## src/rtl/anim_frame_sequencer.sv

```systemverilog
// Animation frame sequencer for the goose sprite renderer.
// Steps the sprite frame index once per programmable number of video frames.
module anim_frame_sequencer #(
    parameter int NUM_FRAMES   = 4,
    parameter int FRAME_W      = 2,
    parameter int CNT_W        = 6,
    parameter int DEFAULT_HOLD = 10
) (
    input  logic               clk,
    input  logic               rst_n,
    input  logic               ena,
    input  logic [9:0]         pix_x,
    input  logic [9:0]         pix_y,
    input  logic [CNT_W-1:0]   hold_cfg,
    input  logic               pingpong,
    input  logic               pause,
    input  logic               step_req,
    output logic [FRAME_W-1:0] frame_num,
    output logic               frame_adv,
    output logic               dir,
    output logic               sof
);

    typedef enum logic {RUN, PAUSED} state_t;

    localparam logic [FRAME_W-1:0] LAST   = FRAME_W'(NUM_FRAMES - 1);
    localparam logic [FRAME_W-1:0] F_ONE  = FRAME_W'(1);
    localparam logic [FRAME_W:0]   LIMIT  = (FRAME_W+1)'(NUM_FRAMES);
    localparam logic [CNT_W-1:0]   C_ONE  = CNT_W'(1);
    localparam logic [CNT_W-1:0]   C_DEF  = CNT_W'(DEFAULT_HOLD);

    logic [1:0]         pause_sync_q;
    logic [1:0]         step_sync_q;
    logic [1:0]         pp_sync_q;
    logic [CNT_W-1:0]   hold_s1_q;
    logic [CNT_W-1:0]   hold_s2_q;
    logic               step_prev_q;
    logic               origin_q;
    logic               sof_q;
    logic               adv_q;
    logic               dir_q;
    logic               step_pend_q;
    logic [FRAME_W-1:0] frame_q;
    logic [CNT_W-1:0]   cnt_q;
    state_t             state_q;

    logic               pause_s;
    logic               step_s;
    logic               pp_s;
    logic               at_origin;
    logic               step_edge;
    logic [CNT_W-1:0]   hold_eff;
    logic               hold_hit;
    logic [FRAME_W-1:0] frame_d;
    logic               dir_d;

    assign pause_s   = pause_sync_q[1];
    assign step_s    = step_sync_q[1];
    assign pp_s      = pp_sync_q[1];
    assign at_origin = (pix_x == 10'd0) && (pix_y == 10'd0);
    assign step_edge = step_s && !step_prev_q;
    assign hold_eff  = (hold_s2_q == '0) ? C_DEF : hold_s2_q;
    assign hold_hit  = cnt_q >= (hold_eff - C_ONE);

    // Synchronisers run regardless of ena.
    always_ff @(posedge clk or negedge rst_n) begin
        if (!rst_n) begin
            pause_sync_q <= '0;
            step_sync_q  <= '0;
            pp_sync_q    <= '0;
            hold_s1_q    <= '0;
            hold_s2_q    <= '0;
            step_prev_q  <= 1'b0;
        end else begin
            pause_sync_q <= {pause_sync_q[0], pause};
            step_sync_q  <= {step_sync_q[0], step_req};
            pp_sync_q    <= {pp_sync_q[0], pingpong};
            hold_s1_q    <= hold_cfg;
            hold_s2_q    <= hold_s1_q;
            step_prev_q  <= step_s;
        end
    end

    always_comb begin
        frame_d = '0;
        dir_d   = 1'b0;
        if ({1'b0, frame_q} >= LIMIT) begin
            frame_d = '0;
        end else if (!pp_s) begin
            frame_d = (frame_q == LAST) ? '0 : frame_q + F_ONE;
        end else if (!dir_q) begin
            if (frame_q == LAST) begin
                frame_d = LAST - F_ONE;
                dir_d   = 1'b1;
            end else begin
                frame_d = frame_q + F_ONE;
            end
        end else begin
            if (frame_q == '0) begin
                frame_d = F_ONE;
            end else begin
                frame_d = frame_q - F_ONE;
                dir_d   = 1'b1;
            end
        end
    end

    always_ff @(posedge clk or negedge rst_n) begin
        if (!rst_n) begin
            origin_q    <= 1'b0;
            sof_q       <= 1'b0;
            adv_q       <= 1'b0;
            dir_q       <= 1'b0;
            step_pend_q <= 1'b0;
            frame_q     <= '0;
            cnt_q       <= '0;
            state_q     <= RUN;
        end else begin
            origin_q <= at_origin;
            sof_q    <= ena && at_origin && !origin_q;
            adv_q    <= 1'b0;
            if (ena) begin
                state_q <= pause_s ? PAUSED : RUN;
                if (!pp_s) dir_q <= 1'b0;
                case (state_q)
                    RUN: begin
                        step_pend_q <= 1'b0;
                        if (sof_q) begin
                            if (hold_hit) begin
                                cnt_q   <= '0;
                                frame_q <= frame_d;
                                dir_q   <= dir_d;
                                adv_q   <= 1'b1;
                            end else begin
                                cnt_q <= cnt_q + C_ONE;
                            end
                        end
                    end
                    PAUSED: begin
                        if (sof_q && step_pend_q) begin
                            cnt_q       <= '0;
                            frame_q     <= frame_d;
                            dir_q       <= dir_d;
                            adv_q       <= 1'b1;
                            step_pend_q <= 1'b0;
                        end else if (step_edge) begin
                            step_pend_q <= 1'b1;
                        end
                    end
                    default: state_q <= RUN;
                endcase
            end
        end
    end

    assign frame_num = frame_q;
    assign frame_adv = adv_q;
    assign dir       = dir_q;
    assign sof       = sof_q;

endmodule

```

## config.mk

```make
export PLATFORM = sky130hd
export DESIGN_NAME = anim_frame_sequencer
export DESIGN_NICKNAME = d
export VERILOG_FILES = /design/src/rtl/anim_frame_sequencer.sv
export SDC_FILE = /design/constraint.sdc
export NUM_CORES = 1
export LEC_CHECK = 0
export ABC_AREA = 1
export CORE_ASPECT_RATIO = 0.5
export CORE_MARGIN = 10
export CORE_UTILIZATION = 51
export CTS_CLUSTER_DIAMETER = 200
export DETAILED_ROUTE_END_ITERATION = 7
export PLACE_DENSITY = 0.9
export SLEW_MARGIN = 20
export SYNTH_ARGS = -nofsm -noshare
export SYNTH_HDL_FRONTEND = slang
export SYNTH_SLANG_ARGS = --single-unit
```

## constraint.sdc

```tcl
create_clock -name clk -period 4.6 [get_ports clk]
set_input_delay 0.69 -clock clk [delete_from_list [all_inputs] [get_ports clk]]
set_output_delay 0.69 -clock clk [all_outputs]
set_load 0.005 [all_outputs]
```

# --- Word level (Yosys, flattened, before mapping) ---
# Index checks and enable logic that the tools add are counted.
word_totals:
  ff_bits: 33
  latch_bits: 0
  ramBits: 0
  romBits: 0
  inputBits: 32
  out_inout_bits: 5
  elab_cells: 71
  n_memories: 0
op_classes:
  add_sub_neg: 4
  multipliers: 0
  div_mod_pow: 0
  n_lt_le_gt_ge: 1
  n_eq_ne: 5
  shifts: 0
  mux: 32
  bitwise_logic: 1
  n_reduce_logical: 14
ops:
  columns: ["op", "count"]
  rows:
  - ["6-bit 2-to-1 mux", 4]
  - ["10-bit zero test", 2]
  - ["2-bit 2-to-1 mux", 8]
  - ["1-bit 2-to-1 mux", 15]
  - ["6-bit case mux with 2 select lines", 1]
  - ["6-bit by 1-bit adder with 6-bit output (second input constant)", 1]
  - ["6-bit >= comparator", 1]
  - ["6-bit zero test", 1]
  - ["1-bit case mux with 2 select lines", 3]
  - ["6-bit by 1-bit subtractor with 6-bit output (second input constant)", 1]
  - ["1-bit logical AND", 5]
  - ["2-bit != test (second input constant)", 2]
  - ["2-bit case mux with 2 select lines", 1]
  - ["4-bit AND reduction", 1]
  - ["3-bit by 1-bit != test with 1-bit output (second input constant)", 1]
  - ["3-bit AND reduction", 1]
  - ["2-bit by 1-bit adder with 2-bit output (second input constant)", 1]
  - ["2-bit equality test (second input constant)", 1]
  - ["1-bit zero test", 2]
  - ["2-bit zero test", 1]
  - ["2-bit by 1-bit != test with 1-bit output (second input constant)", 1]
  - ["2-bit AND reduction", 1]
  - ["2-bit by 1-bit subtractor with 2-bit output (second input constant)", 1]
  - ["1-bit NOT", 1]

# --- Logic depth before layout (Yosys ltp) ---
logic_depth:
  word_depth: 8
  ltp_mapped: 14
  depth_no_buf: 14

# --- Worst setup path before layout ---
# OpenSTA, ideal clock, no wires.
synth_path:
  path_kind: "reg2reg"
  from: "register hold_s2_q[0]"
  to: "register cnt_q[5]"
  setup_time_ns: 0.069
  arrival_time_ns: 1.796
  t_required_ns: 4.531
  setup_slack_ns: 2.735
  stages_incl_launch_ff: 14
  path_buffers: 0
  synth_period_minus_slack_ns: 1.865
  cell_sequence: "dfrtp_1 -> inv_1 -> nand2_1 -> nor2_1 -> o211ai_1 -> xor2_1 -> ha_1 -> nand2_1 -> inv_1 -> a21oi_2 -> nand2_2 -> nand3_2 -> inv_1 -> nor2_2"
synth_between:
  elab_chain_len: 7
synth_rtl:
  columns: ["element", "line_no", "source"]
  rows:
  - ["start: declaration", "36", "logic [CNT_W-1:0] hold_s2_q;"]
  - ["start signal: assignment", "79", "hold_s2_q <= hold_s1_q;"]
  - ["6-bit zero test", "62", "assign hold_eff = (hold_s2_q == '0) ? C_DEF : hold_s2_q;"]
  - ["6-bit 2-to-1 mux (*)", "62", null]
  - ["6-bit by 1-bit subtractor with 6-bit output (*)", "63", "assign hold_hit = cnt_q >= (hold_eff - C_ONE);"]
  - ["6-bit >= comparator (*)", "63", null]
  - ["6-bit 2-to-1 mux (*)", "129", "if (hold_hit) begin"]
  - ["6-bit 2-to-1 mux (*)", "128", "if (sof_q) begin"]
  - ["6-bit case mux with 2 select lines (*)", "125", "case (state_q)"]
  - ["end signal: assignment", "135", "cnt_q <= cnt_q + C_ONE;"]
  - ["end: declaration", "44", "logic [CNT_W-1:0] cnt_q;"]
# Every way passes the cells marked *; elsewhere a longest branch is shown, timed or not. The select of a mux whose other input is x is not followed.
# A chain may end at the register's enable or synchronous reset.

# --- Final worst setup path ---
# Ends and elaborated chain as after synthesis.

==> impl_metrics.env <==
export IMPL_postRouteAntennaNets=0
export IMPL_grt_pass1_vias=1240
export IMPL_coreArea_um2=2700
export IMPL_max_freq_mhz=473
export IMPL_cts_tree="built"
export IMPL_setup_viol=0
export IMPL_swShare=0.236
export IMPL_r2r_start="hold_s2_q[0]"
export IMPL_start_util=0.557
export IMPL_first_pass_iters=4
export IMPL_critPathRequiredTime_ps=4830
export IMPL_synth_seq_cells=33
export IMPL_pwr_share_clk=0.369
export IMPL_synth_nets=195
export IMPL_synth_fa_ha_area_frac=0.0748
export IMPL_drc=0
export IMPL_cp_common_cell="inv_1"
export IMPL_muxShareOfSynthArea=0.00665
export IMPL_p_leak_nw=0.962
export IMPL_slew_violations=0
export IMPL_io_buffers=36
export IMPL_synth_compound_area_share=0.0806
export IMPL_drt_wl_total_um=3150
export IMPL_start_kind="flip-flop"
export IMPL_placed_area_um2=1920
export IMPL_critPathTopFamily="simple AND/OR/NAND/NOR gates"
export IMPL_rsz0062_at_grt="false"
export IMPL_fin_tns_setup_ps=0
export IMPL_stdcell_area_um2=2010
export IMPL_rows=13
export IMPL_r2r_end="cnt_q[5]"
export IMPL_via_per_inst=4.86
export IMPL_synthXorXnorAreaFrac=0.0116
export IMPL_rrSetupSlack_ps=2490
export IMPL_min_period_over_period=0.460
export IMPL_synth_area_leaders="dfrtp_1, nand2_1, ha_1"
export IMPL_syn2layout_area_growth_pct=33.2
export IMPL_postCtsResizedCells=0
export IMPL_synthSimpleGateAreaFrac=0.225
export IMPL_finalPower_w=0.000571
export IMPL_clock_latency_ps=290
export IMPL_synth_cell_types=27
export IMPL_vias=1148
export IMPL_syn_area_um2=1510
export IMPL_drive_gt1_frac=0.116
export IMPL_antenna_found_initial=0
export IMPL_ys_async_sr_fraction=1.00
export IMPL_worstMarginPinSlew_ps=393
export IMPL_worst_setup_path_end_kind="flip-flop"
export IMPL_hold_viol=0
export IMPL_track_usage=0.117
export IMPL_gp_congestion=0.815
export IMPL_grt_max_degree=34
export IMPL_routedWlPerCell_um=13.3
export IMPL_cts_path_max_buffers=2
export IMPL_post_synth_inst_count=154
export IMPL_worstPathCellList="inv_1, nand2_1, nor2_1, o211ai_1, o21ai_0, ha_1, nand2_1, inv_1, a21oi_2, nand2_2, nand3_2, inv_1, nor2_2"
export IMPL_hp_class="reg -> reg"
export IMPL_reg2reg_depth=13
export IMPL_whs_ps=348
export IMPL_cts_setup_buffers=0
export IMPL_gr_total_overflow=0
export IMPL_pwr_share_seq=0.537
export IMPL_criticalPathCategory="reg -> reg"
export IMPL_hold_start="hold_s1_q[1]"
export IMPL_nFillCells=200
export IMPL_p_per_area_nw_per_um2=285
export IMPL_die_area_um2=5660
export IMPL_postSynthAreaPerCell_um2=9.77
export IMPL_synth_top_family_by_area="simple AND/OR/NAND/NOR gates"
export IMPL_p_comb_frac=0.095
export IMPL_ctsHoldBuffers=0
export IMPL_worstPathArrival_ps=2340
export IMPL_p_sw_w=0.000135
export IMPL_nets=239
export IMPL_place_ws_ps=2480
export IMPL_relSlewSlack=0.738
export IMPL_fin_crit_ps=2110
export IMPL_ioPinCount=37
export IMPL_min_to="hold_s2_q[1]"
export IMPL_ir_drop_mv=0.201
export IMPL_grt_pass1_wl_um=5380
export IMPL_clock_sinks=33
export IMPL_maxCapViolCount=0
export IMPL_fin_ws_ps=2490
export IMPL_path_buf_inv=3
export IMPL_yosys_area_top_type_share=0.549
export IMPL_h_tree_depth=2
export IMPL_slowest_stage="dfrtp_1"
export IMPL_internal_power_w=0.000437
export IMPL_synth_largest_area_cell="dfrtp_1"
export IMPL_dp_hpwl_um=2550
export IMPL_crit_fanout=8
export IMPL_finClkSkew_ps=9.99
export IMPL_synth_seq_area_share=0.549
export IMPL_drt_iter0_drc=33
export IMPL_synthTopCellsByCount="dfrtp_1, nand2_1, inv_1"
export IMPL_cts_clk_slew_worst_paths_ps=70
export IMPL_crit_path_max_incr_delay_ps=400
export IMPL_diodes=0
export IMPL_cts_root_buf="clkbuf_8"
export IMPL_yosys_warnings=0
export IMPL_dieHeight_um=58.4
export IMPL_whs_path_depth=0
export IMPL_synthFlopType="dfrtp_1"
export IMPL_synth_edff_count=0
export IMPL_cts_buffers=5
export IMPL_dieWidth_um=96.8
export IMPL_status="finished, final reports clean"
power by group through the flow:
stage	logic [W]	registers (W)	clock network [W]
after floorplan	0.0000181	0.000310	0
after global placement	0.0000522	0.000311	0
after detailed placement	0.0000548	0.000312	0
after CTS	0.0000551	0.000307	0.000214
after global routing	0.0000602	0.000308	0.000229
final	0.0000542	0.000307	0.000211
placed cells by master (no fill, tap or decap), types with 2 or more instances in the layout:
master           count
ha_1                 9
nand3_1              6
nand3_2              3
clkdlybuf4s50_1     36
clkbuf_8             5
nand4_1              2
xor2_1               2
clkinv_2             2
inv_1               20
a21oi_1              3
nand3b_1             2
nor2_1              11
nand2_1             33
o211ai_1             2
nor3_1               4
or2_2                3
dfrtp_1             33
nor2_2               2
o21ai_0              8
through the flow:
step | util | cells
finish | 0.743 | 236
global route | 0.743 | 236
CTS | 0.743 | 236
detailed placement | 0.711 | 228
global placement | 0.711 | 228
floorplan | - | 154
worst reg2reg max path, cell delays in order, from the launching register on:
cell and delay [ps]:
dfrtp_1 400, inv_1 60, nand2_1 60, nor2_1 160, o211ai_1 160, o21ai_0 190
ha_1 260, nand2_1 80, inv_1 50, a21oi_2 190, nand2_2 110, nand3_2 140
inv_1 100, nor2_2 100
sequential cells by signal, summed over array words and instances, names as in the netlist:
name	count
cnt_q	6
dir	1
frame_adv	1
frame_num	2
hold_s1_q	6
hold_s2_q	6
origin_q	1
pause_sync_q	2
pp_sync_q	2
sof	1
state_q	1
step_pend_q	1
step_prev_q	1
step_sync_q	2
per-layer routing:
| layer | part of all wire | GRT usage | wire length, um |
|---|---|---|---|
| met4 | 0.018 | 0.0501 | 58 |
| met2 | 0.55 | 0.241 | 1740 |
| met3 | 0.034 | 0.0326 | 107 |
| met1 | 0.39 | 0.107 | 1240 |
| met5 | 0 | 0 | 0 |
cell families after synthesis:
kind of cell | count (synthesis)
flops | 33
buf+inv | 21
mux | 1
compound gates | 18
xor+xnor | 2
simple gates | 70
fa+ha+maj | 9
how the worst max path moves through the flow:
stage	cells after the start	to	start
6_report	13	cnt_q[5]	hold_s2_q[0]
5_1_grt	13	cnt_q[5]	hold_s2_q[0]
4_1_cts	13	cnt_q[5]	hold_s2_q[0]
3_5_place_dp	13	cnt_q[5]	hold_s2_q[0]
3_3_place_gp	13	cnt_q[5]	hold_s2_q[0]
2_1_floorplan	13	cnt_q[5]	hold_s2_q[0]
layout make-up:
| class | instances | area (um2) | area share |
|---|---|---|---|
| clock buffer | 5 | 68.8 | 0.0343 |
| clock inverter | 3 | 17.5 | 0.00873 |
| inverter | 21 | 78.8 | 0.0393 |
| timing repair buffer | 37 | 368 | 0.183 |
| sequential | 33 | 826 | 0.412 |
| tap | 37 | 46.3 | 0.0231 |
| multi-input combinational | 100 | 601 | 0.299 |
Note: power is estimated with default switching activity, not from simulation.
